$ cat src/rtl/bit_serializer.sv
// ---------------------------------------------------------------------------
// bit_serializer
//   Accepts parallel words over a valid/ready handshake and buffers them in a
//   small FIFO. Emits each word one bit per clock, MSB first, on a registered
//   serial line. Queued words are sent back to back with no gap. The line idles
//   at 0 when nothing is queued.
//
// Ports
//   clk        : single clock, rising-edge
//   rst        : asynchronous, active-high reset
//   din        : parallel word to send
//   din_valid  : din is presented this cycle
//   din_ready  : FIFO can take a word (registered count != DEPTH)
//   x          : serial data bit (registered)
//   x_valid    : x carries a data bit this cycle (registered)
//   busy       : shifter active or FIFO non-empty
//   words_sent : count of fully transmitted words, wraps 255 -> 0
// ---------------------------------------------------------------------------
module bit_serializer #(
    parameter int WIDTH = 8,   // bits per word, >= 2
    parameter int DEPTH = 4    // FIFO entries, power of two, >= 2
) (
    input  logic             clk,
    input  logic             rst,
    input  logic [WIDTH-1:0] din,
    input  logic             din_valid,
    output logic             din_ready,
    output logic             x,
    output logic             x_valid,
    output logic             busy,
    output logic [7:0]       words_sent
);

    localparam int PW = $clog2(DEPTH);
    localparam int CW = $clog2(DEPTH) + 1;
    localparam int BW = $clog2(WIDTH);
    localparam logic [CW-1:0] FULL     = CW'(DEPTH);
    localparam logic [BW-1:0] LAST_BIT = BW'(WIDTH - 1);

    typedef enum logic {
        IDLE  = 1'b0,
        SHIFT = 1'b1
    } state_t;

    // FIFO storage: no reset, contents are don't-care once pointers clear
    logic [WIDTH-1:0] mem_q [DEPTH];

    logic [PW-1:0]    wr_ptr_q, wr_ptr_d;
    logic [PW-1:0]    rd_ptr_q, rd_ptr_d;
    logic [CW-1:0]    count_q,  count_d;
    state_t           state_q,  state_d;
    logic [WIDTH-1:0] shreg_q,  shreg_d;
    logic [BW-1:0]    bit_cnt_q, bit_cnt_d;
    logic             x_q, x_d;
    logic             x_valid_q, x_valid_d;
    logic [7:0]       words_q, words_d;

    logic             push;
    logic             pop;
    logic [WIDTH-1:0] head;
    logic             fifo_nonempty;

    // ready is a function of the registered count only, so a pop on the
    // same edge never lets a push into a full FIFO
    assign din_ready     = (count_q != FULL);
    assign push          = din_valid && din_ready;
    assign fifo_nonempty = (count_q != '0);
    assign head          = mem_q[rd_ptr_q];

    // -----------------------------------------------------------------------
    // Next-state and datapath control
    // -----------------------------------------------------------------------
    always_comb begin
        state_d   = state_q;
        shreg_d   = shreg_q;
        bit_cnt_d = bit_cnt_q;
        x_d       = x_q;
        x_valid_d = x_valid_q;
        words_d   = words_q;
        pop       = 1'b0;

        case (state_q)
            IDLE: begin
                x_d       = 1'b0;
                x_valid_d = 1'b0;
                if (fifo_nonempty) begin
                    pop       = 1'b1;
                    shreg_d   = head;
                    x_d       = head[WIDTH-1];
                    x_valid_d = 1'b1;
                    bit_cnt_d = '0;
                    state_d   = SHIFT;
                end
            end
            SHIFT: begin
                if (bit_cnt_q != LAST_BIT) begin
                    // x currently shows shreg_q[WIDTH-1]; next bit down is
                    // the MSB of the shifted register
                    shreg_d   = shreg_q << 1;
                    x_d       = shreg_q[WIDTH-2];
                    bit_cnt_d = bit_cnt_q + BW'(1);
                end else begin
                    words_d = words_q + 8'd1;
                    if (fifo_nonempty) begin
                        // gapless hand-off to the next queued word
                        pop       = 1'b1;
                        shreg_d   = head;
                        x_d       = head[WIDTH-1];
                        x_valid_d = 1'b1;
                        bit_cnt_d = '0;
                    end else begin
                        x_d       = 1'b0;
                        x_valid_d = 1'b0;
                        bit_cnt_d = '0;
                        state_d   = IDLE;
                    end
                end
            end
            default: begin
                state_d   = IDLE;
                x_d       = 1'b0;
                x_valid_d = 1'b0;
            end
        endcase
    end

    // -----------------------------------------------------------------------
    // FIFO pointer / count update
    // -----------------------------------------------------------------------
    always_comb begin
        wr_ptr_d = wr_ptr_q;
        rd_ptr_d = rd_ptr_q;
        count_d  = count_q;
        if (push) begin
            wr_ptr_d = wr_ptr_q + PW'(1);
        end
        if (pop) begin
            rd_ptr_d = rd_ptr_q + PW'(1);
        end
        case ({push, pop})
            2'b10:   count_d = count_q + CW'(1);
            2'b01:   count_d = count_q - CW'(1);
            default: count_d = count_q;
        endcase
    end

    always_ff @(posedge clk) begin
        if (push) begin
            mem_q[wr_ptr_q] <= din;
        end
    end

    always_ff @(posedge clk or posedge rst) begin
        if (rst) begin
            wr_ptr_q  <= '0;
            rd_ptr_q  <= '0;
            count_q   <= '0;
            state_q   <= IDLE;
            shreg_q   <= '0;
            bit_cnt_q <= '0;
            x_q       <= 1'b0;
            x_valid_q <= 1'b0;
            words_q   <= 8'd0;
        end else begin
            wr_ptr_q  <= wr_ptr_d;
            rd_ptr_q  <= rd_ptr_d;
            count_q   <= count_d;
            state_q   <= state_d;
            shreg_q   <= shreg_d;
            bit_cnt_q <= bit_cnt_d;
            x_q       <= x_d;
            x_valid_q <= x_valid_d;
            words_q   <= words_d;
        end
    end

    assign x          = x_q;
    assign x_valid    = x_valid_q;
    assign busy       = (state_q == SHIFT) || fifo_nonempty;
    assign words_sent = words_q;

endmodule

$ cat config.mk
export PLATFORM = sky130hd
export DESIGN_NAME = bit_serializer
export DESIGN_NICKNAME = d
export VERILOG_FILES = /design/src/rtl/bit_serializer.sv
export SDC_FILE = /design/constraint.sdc
export NUM_CORES = 1
export LEC_CHECK = 0
export CAP_MARGIN = 20
export CORE_MARGIN = 3
export CORE_UTILIZATION = 40
export CTS_CLUSTER_DIAMETER = 200
export CTS_CLUSTER_SIZE = 25
export DETAILED_ROUTE_END_ITERATION = 8
export GPL_TIMING_DRIVEN = 1
export HOLD_SLACK_MARGIN = 0.06
export PLACE_DENSITY_LB_ADDON = 0.15
export RECOVER_POWER = 50
export SLEW_MARGIN = 25
export SYNTH_ARGS = -nofsm -noshare
export SYNTH_HDL_FRONTEND = slang
export SYNTH_SLANG_ARGS = --single-unit
$ cat constraint.sdc
create_clock -name clk -period 2 [get_ports clk]
set_input_delay 0.4 -clock clk [delete_from_list [all_inputs] [get_ports clk]]
set_output_delay 0.4 -clock clk [all_outputs]
set_load 0.05 [all_outputs]
==> impl_metrics.ini, run 1 <==
[pwr]
powerDensity_nw_per_um2 = 1490
ir_drop_mv = 0.806
p_leak_nw = 1.37

[final_layout]
fin_nets = 237
postLayoutCoreUtil_pct = 52.4
area_growth_pct = 25.8
fin_cells = 297
postLayoutCellArea_sq_um = 3140
antenna_cells = 0
layout-drive-gt1-share_pct = 25.2

[sta]
period_needed_ns = 2.01
timing.hold.ws_ns = 0.462
setup-violations-final = 1
maxSlewHeadroom_pct = 52.7
fin_crit_sh_pct = 100
drv_slew = 0
worst_slack_ns = -0.00783
rsz0062_at_grt = yes
fin_skew_ns = 0.00608
fmax_mhz = 498
worst_pin_slew_ns = 0.709
hold_viol = 0

[cts]
cts_inserted_buffers = 9
cts.path.max_buffers = 2
htree_levels = 3
insertion_delay_ns = 0.33
clk_pin_slew_ns = 0.06
hold_buffers = 0
cts_tree = built
clock_sinks = 60
cts-root-buf = clkbuf_8

[setup_path]
r2r_slack_ns = -0.008
arrival_ns = 2.26
worst_path_max_delay_cell = or3b_4
path_buf_inv = 2
slowest_delay_ns = 0.40
cp_top_family = simple AND/OR/NAND/NOR gates
endpoint_kind = register
cp-start-kind = register
crit_path_max_fanout = 2
path_cells = or3b_4, and2_4, inv_2, ha_4, inv_2, fa_2, xor2_1, nor2_1, xor2_1
path_class = register to register
worst_ep_required_time_ns = 2.25

[synthesis]
ys.flop_type = edfxtp_1
ys_seq_area_share_pct = 66.6
synth_most_common_cell = edfxtp_1
ys_ff_latch = 60
synth_area_leaders = edfxtp_1 39%, dfrtp_1 28%, mux4_2 7.2%, ha_1 4.0%, xor2_1 2.8%
synth_edf_count = 32
synthTopCellsByCount = 32 x edfxtp_1, 28 x dfrtp_1, 18 x nand2_1
ys.warnings.count = 0
syn-cell-area_sq_um = 2490
syn_area_per_cell_sq_um = 14.6
synthArstFlopShare_pct = 46.7
syn_nets = 191
synth.distinct_cells = 29
yosys.area.top_type = edfxtp_1
synth_top_area_share_pct = 38.5
syn_inst = 171

[run_status]
status = complete, but fails checks
violations = negative setup slack

[min_path]
min_path_type = register to register

[global_routing]
grt_pass1_wl_um = 7450
grt_pass1_vias = 1541
grt-ovfl-total = 0
antenna_found_initial = 0
grt_max_degree = 29
grt.total_usage_pct = 13.9

[route]
totalWireLength_um = 4580
drcViolationCount = 0
first_pass_iters = 4
viasPerCell = 4.83
first_iter_violations = 77
wl_per_cell_um = 15.4
dr_total_vias = 1434
ant_nets = 0

[floorplanning]
core_area_sq_um = 5990
rows = 28
die_y_um = 85.0
initial_core_util_pct = 41.6
ios = 23
die_area_sq_um = 7220
chipWidth_um = 85.0

[placement]
dp_cells = 275
hpwl_um = 2970
numPortBuffers = 22
place.gp.congestion = 0.708
postPlaceCellArea_sq_um = 2890

[flow_run]
cap_violations = 0
## timing repair
action                                  4_1_cts  5_1_grt
setup buffers                                 0        6
endpoints found under the setup margin        3        8
pin swaps                                     2        4
gates resized for setup                       4        6
## worst register-to-register path: stages, from the launching register on
cell     delay, ns
dfrtp_1       0.38
or3b_4        0.40
and2_4        0.15
inv_2         0.06
ha_4          0.13
inv_2         0.04
fa_2          0.34
xor2_1        0.15
nor2_1        0.12
xor2_1        0.16
## flip-flops by register name, indices dropped and copies added, names as in the netlist
signal	cells
bit_cnt_q	3
count_q	3
mem_q	32
rd_ptr_q	2
shreg_q	7
state_q	1
words_sent	8
wr_ptr_q	2
x	1
x_valid	1
## cells by family after synthesis
group,after synthesis,share of synthesized area (%)
adder cells (fa/ha/maj),9,4.82
flip-flops,60,66.6
AO/OA/AOI/OAI,17,3.66
buffers and inverters,14,2.36
XOR/XNOR,13,4.57
AND/OR/NAND/NOR,46,8.88
multiplexers,12,9.08
## stage by stage
stage	worst slack (ns)	TNS, ns	power [W]
2_1_floorplan	-0.131	-0.141	0.00305
3_3_place_gp	-0.0290	-0.0290	0.00351
3_5_place_dp	-0.0753	-0.0753	0.00360
4_1_cts	-0.00628	-0.00628	0.00468
5_1_grt	-0.158	-0.168	0.00497
6_report	-0.00783	-0.00783	0.00466
## routing by layer
layer	track usage (%)	vias to the layer above	routed length, um
met2	22.5	24	2370
met4	7.77	0	61
met3	4.76	7	174
met1	16.3	707	1980
met5	0	-	0
li1	-	696	-
## layout by cell type (no fill, tap or decap), types with 7 or more instances in the layout
cell type,count
edfxtp_1,32
ha_1,7
a21oi_1,13
dfrtp_1,28
nor2_1,10
clkbuf_8,9
xor2_1,8
buf_4,19
dlygate4sd3_1,9
mux4_2,8
nand2_1,18
## path summary, 6_finish.rpt
kind | to | cells past startpoint | startpoint
setup / recovery | count_q[2] | 9 | count_q[1]
hold / removal | words_sent[7] | 1 | words_sent[7]
setup reg to reg | count_q[2] | 9 | count_q[1]
hold reg to reg | words_sent[7] | 1 | words_sent[7]
max in group asynchronous | x | 3 | rst
min in group asynchronous | words_sent[7] | 3 | rst
## power by group
part	total, W	switching [W]	leakage, nW	internal [W]
Sequential	0.00189	0.000210	0.635	0.00168
Clock	0.00103	0.000454	0.0890	0.000572
Combinational	0.00175	0.000930	0.642	0.000818
## layout make-up
cell class / count / area, sq um
timing repair buffer: 42 / 374
fill: 502 / 2850
clock inverter: 3 / 38.8
sequential: 60 / 1660
clock buffer: 13 / 139
tap: 75 / 93.8
inverter: 7 / 26.3
multi-input combinational: 97 / 805
(Power assumes the default switching activity.)
==> inputs of run 2 (changes only) <==
- CAP_MARGIN: 20 -> default
- GPL_ROUTABILITY_DRIVEN: default -> 0
- RECOVER_POWER: 50 -> default
==> run 2 against run 1 <==
The run still ends with negative setup slack left. Sequential power hardly changed. Clock-buffer cell count unchanged. Final cell count unchanged. Sequential share of layout area down 0.11 points. Clock power barely moved. Global-route usage unchanged. Die area is the same. Sequential cell count unchanged. Worst setup slack did not move. Fmax is the same. Core utilization grew 0.10 points. Non-clock buffer count stayed put. Critical endpoint unchanged.
==> impl_metrics.ini, run 2 (same netlist as run 1, synthesis figures left out) <==
[final_layout]
final_cell_mix = 32 x edfxtp_1, 28 x dfrtp_1, 21 x buf_4, 18 x nand2_1, 14 x clkdlybuf4s50_1
fin_nets = 237
antenna_cells = 0
postLayoutCellArea_sq_um = 3140
layout_commonest_cell = edfxtp_1
largest_register_ffs = 32
area_growth_pct = 26.1
postLayoutCoreUtil_pct = 52.5
layout-drive-gt1-share_pct = 25.7
largest-register = mem_q

[cts]
clock_sinks = 60
clk_pin_slew_ns = 0.06
insertion_delay_ns = 0.33
htree_levels = 3
cts-root-buf = clkbuf_8
cts.path.max_buffers = 2
hold_buffers = 0
cts_inserted_buffers = 9
cts_tree = built

[sta]
period_needed_ns = 2.01
setup-violations-final = 1
drv_slew = 0
fmax_mhz = 498
maxSlewHeadroom_pct = 66.4
fin_skew_ns = 0.00608
hold_viol = 0
worst_slack_ns = -0.00783
rsz0062_at_grt = yes
fin_crit_sh_pct = 100
worst_pin_slew_ns = 0.504
timing.hold.ws_ns = 0.427

[run_status]
status = complete, but fails checks
violations = negative setup slack

[floorplanning]
initial_core_util_pct = 41.6
rows = 28
ios = 23
die_area_sq_um = 7220
chipWidth_um = 85.0
core_area_sq_um = 5990
die_y_um = 85.0

[placement]
numPortBuffers = 22
hpwl_um = 2970
postPlaceCellArea_sq_um = 2890

[setup_path]
path_cells = or3b_4, and2_4, inv_2, ha_4, inv_2, fa_2, xor2_1, nor2_1, xor2_1
endpoint_kind = register
r2r_cells = 9
r2r_start = count_q[1]
cp-start-kind = register
slowest_delay_ns = 0.40
r2r_slack_ns = -0.008
cp_top_family = simple AND/OR/NAND/NOR gates
crit_start = count_q[1]
path_buf_inv = 2
path_class = register to register
cp.depth = 9
crit_path_max_fanout = 2
timing.rr.end = count_q[2]
worst_path_max_delay_cell = or3b_4
arrival_ns = 2.26
worst_ep_required_time_ns = 2.25
crit_end = count_q[2]

[route]
first_iter_violations = 79
drcViolationCount = 0
totalWireLength_um = 4580
viasPerCell = 4.83
first_pass_iters = 4
wl_per_cell_um = 15.4
dr_total_vias = 1434
ant_nets = 0

[pwr]
powerDensity_nw_per_um2 = 1490
ir_drop_mv = 0.806
p_leak_nw = 1.37

[global_routing]
antenna_found_initial = 0
grt_pass1_wl_um = 7450
grt_pass1_vias = 1541
grt.total_usage_pct = 13.9
grt_max_degree = 29
grt-ovfl-total = 0

[min_path]
min_path_type = input pin to asynchronous set/reset pin

[flow_run]
cap_violations = 0
-- run 2: through the flow --
stage | std cells | setup WS, ns | TNS, ns | total power [W]
global route | 297 | -0.158 | -0.168 | 0.00498
global placement | 275 | -0.0290 | -0.0290 | 0.00351
detailed placement | 275 | -0.0753 | -0.0753 | 0.00360
floorplan | 171 | -0.131 | -0.141 | 0.00305
CTS | 291 | -0.00628 | -0.00628 | 0.00468
finish | 297 | -0.00783 | -0.00783 | 0.00467
-- run 2: area by class of cell --
| cell class | count | area (sq um) |
|---|---|---|
| fill | 499 | 2850 |
| sequential | 60 | 1660 |
| multi-input combinational | 97 | 805 |
| timing repair buffer | 42 | 380 |
| clock buffer | 13 | 139 |
| tap | 75 | 93.8 |
| clock inverter | 3 | 38.8 |
| inverter | 7 | 26.3 |
-- run 2: what timing repair did --
action | in CTS | in global routing
pin swaps | 2 | 4
setup buffers | 0 | 6
gates resized for setup | 4 | 6
endpoints found under the setup margin | 3 | 8
-- run 2: how the worst min path moves through the flow --
stage	startpoint	endpoint	slack [ns]	cells after the start
after floorplan	bit_cnt_q[0]	bit_cnt_q[0]	0.46	1
after global placement	words_sent[7]	words_sent[7]	0.46	1
after detailed placement	words_sent[7]	words_sent[7]	0.46	1
after CTS	rst	shreg_q[1]	0.43	3
after global routing	rst	shreg_q[1]	0.47	3
final	rst	words_sent[7]	0.43	3
-- run 2: tightest hold or removal path, stage by stage --
cell,delay (ns)
clkdlybuf4s50_1,0.39
inv_1,0.05
buf_4,0.32
-- run 2: report_power, final --
part           switching, W  internal, W  leakage (nW)
sequential         0.000210      0.00168         0.635
clock              0.000454     0.000572        0.0890
combinational      0.000930     0.000826         0.645
total               0.00159      0.00308          1.37
-- run 2: layer usage --
layer | wire length (um) | vias up | track usage (%)
li1 | - | 697 | -
met1 | 1980 | 706 | 16.3
met2 | 2370 | 24 | 22.5
met3 | 174 | 7 | 4.76
met4 | 61 | 0 | 7.77
met5 | 0 | - | 0
==> inputs of run 3 (changes only) <==
- REMOVE_ABC_BUFFERS: default -> 1
- clock period: 2 -> 2.5 ns (I/O delays scaled with it)
==> run 3 against run 2 <==
The run now ends clean. Via count fell by 2.4%. Die area did not move. Register-to-register slack improved by 0.32 ns. Sequential share of layout area rose by 3.0 points. Clock power fell by 21%. Final cell count fell by 5.7%. Clock skew rose by 0.0019 ns. Critical path depth fell by 7. Combinational power fell by 35%. Worst setup slack improved by 0.11 ns. Critical endpoint is now din_ready.
==> impl_metrics.ini, run 3 (same netlist as run 1, synthesis figures left out) <==
[setup_path]
arrival_ns = 1.90
crit_start = count_q[0]
worst_ep_required_time_ns = 2.00
endpoint_kind = primary output
r2r_start = count_q[0]
slowest_delay_ns = 0.71
cp-start-kind = register
path_class = register to primary output
crit_path_max_fanout = 6
path_cells = or3b_4, clkdlybuf4s50_1
worst_path_max_delay_cell = clkdlybuf4s50_1

[final_layout]
fin_cells = 280
area_growth_pct = 19.4
layout_commonest_cell = edfxtp_1
largest_register_ffs = 32
final_cell_mix = 32 x edfxtp_1, 28 x dfrtp_1, 21 x clkdlybuf4s50_1, 18 x nand2_1, 13 x a21oi_1
postLayoutCoreUtil_pct = 49.7
fin_nets = 220
layout-drive-gt1-share_pct = 16.6
largest-register = mem_q
antenna_cells = 0

[placement]
dp_cells = 264
numPortBuffers = 22
hpwl_um = 2810
dp_slack_ns = 0.197

[cts]
insertion_delay_ns = 0.33
cts_inserted_buffers = 9
cts_tree = built
cts.path.max_buffers = 2
hold_buffers = 0
cts_resized = 0
cts_setup_buffers = 0
cts-root-buf = clkbuf_8
clk_pin_slew_ns = 0.06
clock_sinks = 60
htree_levels = 3

[sta]
maxSlewHeadroom_pct = 59.2
final.setup.tns_ns = 0
fin_crit_sh_pct = 95.9
rsz0062_at_grt = no
worst_pin_slew_ns = 0.611
setup-violations-final = 0
period_needed_ns = 2.40
drv_slew = 0
fin_skew_ns = 0.00801
hold_viol = 0
timing.hold.ws_ns = 0.468
worst_slack_ns = 0.101
fmax_mhz = 417

[pwr]
powerDensity_nw_per_um2 = 1190
ir_drop_mv = 0.627
p_leak_nw = 1.21

[route]
wl_per_cell_um = 14.9
totalWireLength_um = 4160
dr_total_vias = 1399
first_iter_violations = 33
first_pass_iters = 4
ant_nets = 0
viasPerCell = 5.00
drcViolationCount = 0

[global_routing]
grt_max_degree = 29
grt-ovfl-total = 0
grt_pass1_wl_um = 7180
grt.total_usage_pct = 13.0
grt_pass1_vias = 1517
antenna_found_initial = 0

[run_status]
status = complete, no violations

[floorplanning]
core_area_sq_um = 5990
die_y_um = 85.0
ios = 23
rows = 28
initial_core_util_pct = 41.6
die_area_sq_um = 7220
chipWidth_um = 85.0

[min_path]
min-delay-start = words_sent[7]
min_path_type = register to register

[flow_run]
cap_violations = 0
run 3: layout make-up:
class | count | area [sq um]
well taps | 75 | 93.8
multi-input cells | 97 | 773
clock buffers | 10 | 128
fillers | 513 | 3010
clock inverters | 6 | 55.1
inverters | 7 | 26.3
flip-flops and latches | 60 | 1660
repair buffers | 25 | 240
run 3: per-layer routing:
| metal | track usage (%) | wire length, um |
|---|---|---|
| met3 | 2.91 | 125 |
| met4 | 7.34 | 72 |
| met2 | 21.0 | 2040 |
| met1 | 16.2 | 1920 |
| met5 | 0 | 0 |
run 3: worst paths after layout:
kind / end / slack, ns / depth (start not counted)
max: din_ready / 0.10 / 2
min: words_sent[7] / 0.47 / 1
max reg2reg: count_q[2] / 0.31 / 9
min reg2reg: words_sent[7] / 0.47 / 1
max in group asynchronous: x / 1.69 / 3
min in group asynchronous: words_sent[7] / 0.53 / 3
run 3: critical path: cells and delay by family, from the launching register on:
| kind | cells | cell delay, ns |
|---|---|---|
| buffers and inverters | 1 | 0.71 |
| flip-flops | 1 | 0.43 |
| AND/OR/NAND/NOR | 1 | 0.42 |
run 3: per-stage QoR:
stage | area [sq um] | power (W)
2_1_floorplan | 2460 | 0.00239
3_3_place_gp | 2800 | 0.00270
3_5_place_dp | 2800 | 0.00276
4_1_cts | 2980 | 0.00358
5_1_grt | 2980 | 0.00377
6_report | 2980 | 0.00354
run 3: where the power goes:
part           internal, W  switching [W]
registers          0.00134       0.000233
clock network     0.000450       0.000363
logic             0.000528       0.000620
